--- src/rtl/fetch_sched.sv ---
// Fetch scheduler: drives imem PC, issues one instruction per cycle,
// interlocks RAW hazards with a per-register countdown scoreboard.
module fetch_sched #(
  parameter int          PC_W       = 14,
  parameter int          NREG       = 32,
  parameter int          PIPE_DEPTH = 3,
  parameter logic [31:0] NOP_WORD   = 32'h0000_0000
) (
  input  logic            clk,
  input  logic            rst_n,
  input  logic            run,
  output logic [PC_W-1:0] pc,
  input  logic [31:0]     ir,
  input  logic [4:0]      dec_rd,
  input  logic [4:0]      dec_rs1,
  input  logic [4:0]      dec_rs2,
  input  logic            dec_wr_en,
  input  logic            dec_use_rs1,
  input  logic            dec_use_rs2,
  input  logic            dec_is_ctrl,
  input  logic            br_valid,
  input  logic            br_taken,
  input  logic [PC_W-1:0] br_target,
  output logic            issue_valid,
  output logic [31:0]     issue_ir,
  output logic            stall,
  output logic            err_spurious_br
);

  localparam logic [0:0] S_RUN = 1'b0;
  localparam logic [0:0] S_BRW = 1'b1;

  logic [0:0] state;
  logic [2:0] cnt [NREG];
  logic       haz1;
  logic       haz2;
  logic       hazard;
  logic       issue;
  logic       load;

  assign haz1   = dec_use_rs1 && (dec_rs1 != 5'd0)
                  && (cnt[dec_rs1] != 3'd0);
  assign haz2   = dec_use_rs2 && (dec_rs2 != 5'd0)
                  && (cnt[dec_rs2] != 3'd0);
  assign hazard = haz1 || haz2;
  assign stall  = hazard && (state == S_RUN) && run;
  assign issue  = (state == S_RUN) && run && !hazard;
  assign load   = issue && dec_wr_en;

  // R0 is never loaded, so its counter stays at zero
  always_ff @(posedge clk or negedge rst_n) begin
    if (!rst_n) begin
      for (int i = 0; i < NREG; i++) begin
        cnt[i] <= 3'd0;
      end
    end else begin
      for (int i = 1; i < NREG; i++) begin
        if (load && (dec_rd == 5'(i))) begin
          cnt[i] <= 3'(PIPE_DEPTH);
        end else if (cnt[i] != 3'd0) begin
          cnt[i] <= cnt[i] - 3'd1;
        end
      end
    end
  end

  always_ff @(posedge clk or negedge rst_n) begin
    if (!rst_n) begin
      state           <= S_RUN;
      pc              <= '0;
      issue_valid     <= 1'b0;
      issue_ir        <= NOP_WORD;
      err_spurious_br <= 1'b0;
    end else begin
      issue_valid <= 1'b0;
      issue_ir    <= NOP_WORD;
      unique case (state)
        S_RUN: begin
          if (br_valid) begin
            err_spurious_br <= 1'b1;
          end
          if (issue) begin
            issue_valid <= 1'b1;
            issue_ir    <= ir;
            pc          <= pc + PC_W'(1);
            if (dec_is_ctrl) begin
              state <= S_BRW;
            end
          end
        end
        S_BRW: begin
          if (br_valid) begin
            if (br_taken) begin
              pc <= br_target;
            end
            state <= S_RUN;
          end
        end
        default: state <= S_RUN;
      endcase
    end
  end

endmodule

--- config.mk ---
export PLATFORM = sky130hd
export DESIGN_NAME = fetch_sched
export DESIGN_NICKNAME = d
export VERILOG_FILES = /design/src/rtl/fetch_sched.sv
export SDC_FILE = /design/constraint.sdc
export NUM_CORES = 1
export LEC_CHECK = 0
export CORE_MARGIN = 2
export CORE_UTILIZATION = 44
export DETAILED_ROUTE_END_ITERATION = 8
export HOLD_SLACK_MARGIN = 0.03
export PLACE_DENSITY = 0.69
export SKIP_CTS_REPAIR_TIMING = 1
export SLEW_MARGIN = 10
export SYNTH_ARGS = -nofsm -noshare
export SYNTH_HDL_FRONTEND = slang
export SYNTH_SLANG_ARGS = --single-unit
--- constraint.sdc ---
create_clock -name clk -period 8.2 [get_ports clk]
set_clock_uncertainty 0.1 [all_clocks]
set_input_delay 0.82 -clock clk [delete_from_list [all_inputs] [get_ports clk]]
set_output_delay 0.82 -clock clk [all_outputs]
set_load 0.1 [all_outputs]
== Yosys cells after proc, flatten, opt, wreduce, memory -nomap -nowiden ==
Index checks and enable logic that the tools add are counted.
Storage, ports and cells
  word-level logic and storage cells: 297
  input port bits: 70
  register bits: 142
Operators by class
  reduce and logical (&&, ||, !) cells: 110
  add/sub/neg operators: 32
  order comparisons: 2
  equal/unequal tests: 34
  muxes and demuxes: 80
  bitwise operators: 3
Operators with widths (count)
  two-way mux 3 bit: 66
  nonzero test 3 bit: 33
  subtractor 3 x 1 -> 3 bit (second input constant): 31
  equality test 5 bit (second input constant): 16
  two-way mux 32 bit: 2
  nonzero test 2 bit: 31
  two-way mux 14 bit: 3
  equality test 5 x 4 -> 1 bit (second input constant): 8
  logical AND 1 bit: 40
  binary-select mux 3 bit (select 5 bit): 2
  case mux 14 bit (2 select lines): 1
  equality test 5 x 3 -> 1 bit (second input constant): 4
  adder 14 x 1 -> 14 bit (second input constant): 1
  >= comparator 6 bit (second input constant): 2
  inverter 5 -> 6 bit: 2
  equality test 5 x 2 -> 1 bit (second input constant): 2
  nonzero test 5 bit: 2
  != test 2 bit (second input constant): 3
  equality test 5 x 1 -> 1 bit (second input constant): 1
  two-way mux 1 bit: 5
  AND reduction 3 bit: 1
  case mux 1 bit (2 select lines): 1
  AND reduction 2 bit: 1
  zero test 1 bit: 1
  2 further kinds: 2

== Logic depth before layout (Yosys ltp) ==
  depth in word-level cells: 12
  gate-level depth with buffers: 13

== Worst setup path after synthesis ==
OpenSTA, ideal clock, no wires.
  path type: input-to-output
  from: input dec_rs1[0]
  to: output stall
  path slack: 3.579 ns
  data arrival time: 3.701 ns
  required time: 7.280 ns
  buffers on the path: 2
  stages: 7
  cells stage by stage: buf_2 -> clkbuf_1 -> mux4_2 -> a211o_1 -> a311oi_2 -> nor2_1 -> nor2_1
Between the ends
  cells in the longest elaborated chain, start to end: 9
  elaborated cells between the ends (all ways): 11
Ends and longest elaborated chain
  start, declared: RTL line 15  | input logic [4:0] dec_rs1,
  inverter 5 -> 6 bit (implied by the code): RTL line 42  | && (cnt[dec_rs1] != 3'd0);
  binary-select mux 3 bit (select 5 bit): RTL line 42
  two-way mux 3 bit (implied by the code) (2 in series): RTL line 42
  nonzero test 3 bit: RTL line 42
  logical AND 1 bit *: RTL line 42
  logical OR 1 bit *: RTL line 45  | assign hazard = haz1 || haz2;
  logical AND 1 bit * (2 in series): RTL line 46  | assign stall = hazard && (state == S_RUN) && run;
  end, declared: RTL line 26  | output logic stall,
Every way passes the cells marked *; elsewhere a longest branch is shown, timed or not. The select of a mux whose other input is x is not followed.

== Final worst setup path ==
  from: input dec_rs2[1]
  to: output stall
Between the ends
  cells in the longest elaborated chain, start to end: 9
  elaborated cells between the ends (all ways): 11
Ends and longest elaborated chain
  start, declared: RTL line 16  | input logic [4:0] dec_rs2,
  inverter 5 -> 6 bit (implied by the code): RTL line 44  | && (cnt[dec_rs2] != 3'd0);
  binary-select mux 3 bit (select 5 bit): RTL line 44
  two-way mux 3 bit (implied by the code) (2 in series): RTL line 44
  nonzero test 3 bit: RTL line 44
  logical AND 1 bit *: RTL line 44
  logical OR 1 bit *: RTL line 45
  logical AND 1 bit * (2 in series): RTL line 46
Marks and branches as above.

==> summary.md <==
| Metric | Value |
|---|---|
| Status | `complete, no violations` |
| Net Sw Frac | `42.2%` |
| Leak pwr | `around 4.5 nW` |
| DR DRC count | `0` |
| Worst setup path category | `in -> out` |
| Leading area contributor after synthesis | `dfrtp_1` |
| Gpl congestion | `0.861` |
| Largest net degree at the start of global routing | `between 80 and 90` |
| CTS Buf Count | `17` |
| Grt ovf | `0` |
| Post-synth cell types | `54` |
| Power density cells | `386 nW/um^2` |
| RSZ-0062 raised after global routing | `no` |
| Mapped Cells | `819` |
| Largest cells by area after synthesis | `dfrtp_1 (45%), ha_1 (9.9%), o21ai_0 (5.9%), inv_1 (4.9%), xor2_1 (3.5%)` |
| Setup violators final | `0` |
| Clock power frac | `19.8%` |
| First-pass GRT wire length | `32100 um` |
| H-tree depth | `4` |
| Sequential Power Share | `33.6%` |
| Post-route setup TNS | `0 ns` |
| Worst path required time | `7.28 ns` |
| Clk sinks | `142` |
| Worst path max stage delay | `1.15 ns` |
| Number of synthesized flops with an enable pin | `0` |
| Worst hold margin | `0.367 ns` |
| Die area | `19200 um^2` |
| Share of cells above drive strength 1 | `6.72%` |
| CP max FO | `25` |
| CP endpoint kind | `output pin` |
| Filler cells | `1573` |
| GRT Util Overall | `20.7%` |
| Routed vias | `6363` |
| Vias in the first global route | `6362` |
| Reg-to-Reg End | `cnt[64]` |
| Post-synthesis sequential area ratio | `44.7%` |
| Post-Synthesis Cell Area | `~7900 um^2` |
| Power Internal | `2.20 mW` |
| Ys flop type | `dfrtp_1` |
| Maximum clock frequency | `173 MHz` |
| MaxCap Viol Count | `0` |
| Placed Area | `approximately 9300 um^2` |
| Starting Density | `44.5%` |
| Cell Chain, Critical Path | `clkdlybuf4s50_1 -> mux4_2 -> a221o_1 -> o211a_1 -> a31oi_1 -> nor2_1 -> nor2_1 -> clkdlybuf4s50_1` |
| CTS tree | `built` |
| Worst-case clock buffer depth | `2` |
| Worst path slowest cell | `clkdlybuf4s50_1` |
| Slew @ Worst Pin | `1.01 ns` |
| Share of power burned in combinational logic | `46.6%` |
| DR pass1 iterations | `5` |
| Yosys top cell area share | `44.7%` |
| Min Tclk post-route | `5.78 ns` |
| Core Region | `between 15000 and 20000 um^2` |
| Post-Syn Area per Cell | `between 9 and 10 um^2` |
| Synth async-reset ratio | `100%` |
| R2r setup slk | `around 4.2 ns` |
| Final Core Density | `a little under three fifths` |
| FF+latch count, synth | `142` |
| Final ANT Viol Nets | `0` |
| Routed wire length | `19000 um` |
| Crit path launch | `dec_rs2[1]` |
| Setup crit end | `stall` |
| P_sw | `approximately 1.6 mW` |
| WL/cell | `16.3 um` |
| Area grow syn2layout | `24.1%` |
| Vias per Instance | `about 5.5` |
| Worst hold path type | `in -> async` |
| Slew margin rel. | `32.7%` |
| Clock Tree Root | `clkbuf_16` |
| Die Y-Extent | `138 um` |
| Worst skew pair latency | `0.42 ns` |
| Final nets | `1058` |
| Ys Warns | `3` |
| Startpoint type of the worst setup path | `primary input` |
| Final Instance Area | `9860 um^2` |
| I/O Pins | `119` |
| Worst R2R Start | `cnt[35]` |
| Row cnt | `49` |
| Reg2reg path depth | `8` |
| Port Buffers | `118` |
| DR iter-0 viols | `513` |
| Arrival time of the worst setup path | `4.86 ns` |
| Die Wd | `138 um` |
| Initial antenna violation count | `0` |
| Final Slew Violations | `0` |
| Post-Syn Nets | `around 950` |
| Clk slew on worst S/H paths | `roughly 0.06 ns` |
| Worst vdd ir | `about 240 uV` |
| HPWL after detailed placement | `13700 um` |
| Fin crit share | `between 70% and 80%` |
| Antenna Cells | `0` |
| Final Hold Vio Count | `0` |
metal layers:
metal | up-vias | track usage, % | wire length [um]
li1 | 3075 | - | -
met1 | 3066 | 27.4 | 8370
met2 | 202 | 32.1 | 8690
met3 | 20 | 8.45 | 1730
met4 | 0 | 4.67 | 210
met5 | - | 0 | 0
synthesized netlist by cell type, types with 2 or more instances:
master and count:
and2_1 37, a311oi_1 5, a2111oi_0 2, nand2_1 48
clkbuf_1 23, inv_1 104, ha_1 63, nand3b_1 7
o21a_1 27, xor2_1 32, o311ai_0 3, a31oi_1 11
or3_1 2, o221ai_1 5, o211a_1 2, mux4_2 10
buf_4 3, and3_1 11, nor4_1 11, a211oi_1 13
nand3_1 11, mux2_2 13, a41o_1 2, nand4_1 4
nor2_1 41, nor3_1 25, buf_2 5, o22ai_1 3
a211o_1 6, o31a_1 2, nor2b_1 3, a311o_1 2
o21ai_0 94, dfrtp_1 142, a21oi_1 26, buf_1 2
a32oi_1 2
registers in the layout, indices dropped and copies added (netlist names):
register,flops
err_spurious_br,1
issue_valid,1
cnt,93
issue_ir,32
pc,14
state,1
worst min-delay path by stage:
stage / end / slack [ns] / cells after the start / startpoint
after global placement: err_spurious_br / 0.34 / 1 / err_spurious_br
after floorplan: cnt[64] / 0.38 / 2 / cnt[64]
after detailed placement: err_spurious_br / 0.37 / 1 / err_spurious_br
final: cnt[21] / 0.37 / 1 / rst_n
after CTS: cnt[27] / 0.39 / 1 / rst_n
after global routing: err_spurious_br / 0.41 / 1 / err_spurious_br
power by group through the flow:
stage	sequential, mW	combinational (mW)	clock, mW
floorplan	1.50	1.12	0
global placement	1.28	1.71	0
detailed placement	1.28	1.78	0
CTS	1.28	1.80	0.769
global route	1.32	2.02	0.804
finish	1.28	1.78	0.752
metrics by stage:
stage                     cells  power (mW)  setup slack [ns]
after floorplan             819        2.62              3.58
after global placement     1135        2.99              2.52
after detailed placement   1135        3.06              2.47
after CTS                  1167        3.84              2.47
after global routing       1167        4.15              2.20
final                      1167        3.81              2.42
critical path: cells and delay by family:
kind | cells | cell delay (ns)
AOI/OAI and AO/OA | 3 | 0.88
buffers and inverters | 2 | 2.23
muxes | 1 | 0.60
and+or+nand+nor | 2 | 0.32
cells by family after synthesis:
kind of cell / after synthesis / share of synthesized area, %
multiplexers: 23 / 4.68
AND/OR/NAND/NOR: 205 / 13.1
AO/OA/AOI/OAI: 217 / 17.4
buffers and inverters: 137 / 6.69
flip-flops: 142 / 44.7
XOR/XNOR: 32 / 3.53
adder cells (fa/ha/maj): 63 / 9.92
layout make-up:
type | count | area [um^2] | area share, %
clock buffer | 17 | 425 | 4.31
clock inverter | 15 | 149 | 1.51
inverter | 104 | 390 | 3.96
multi-input combinational | 540 | 3860 | 39.1
sequential | 142 | 3550 | 36.0
tap | 229 | 287 | 2.90
timing repair buffer | 120 | 1200 | 12.1
placed cells by master (no fill, tap or decap), types with 13 or more instances in the layout:
| cell type | netlist | routed |
|---|---|---|
| a21oi_1 | 26 | 26 |
| o21a_1 | 27 | 27 |
| clkdlybuf4s50_1 | 0 | 117 |
| inv_1 | 104 | 104 |
| nand2_1 | 48 | 48 |
| a211oi_1 | 13 | 13 |
| nor2_1 | 41 | 41 |
| o21ai_0 | 94 | 94 |
| ha_1 | 63 | 63 |
| mux2_2 | 13 | 13 |
| xor2_1 | 32 | 32 |
| dfrtp_1 | 142 | 142 |
| nor3_1 | 25 | 25 |
| and2_1 | 37 | 37 |
| clkbuf_16 | 0 | 17 |
Power figures use the tool's default switching activity.
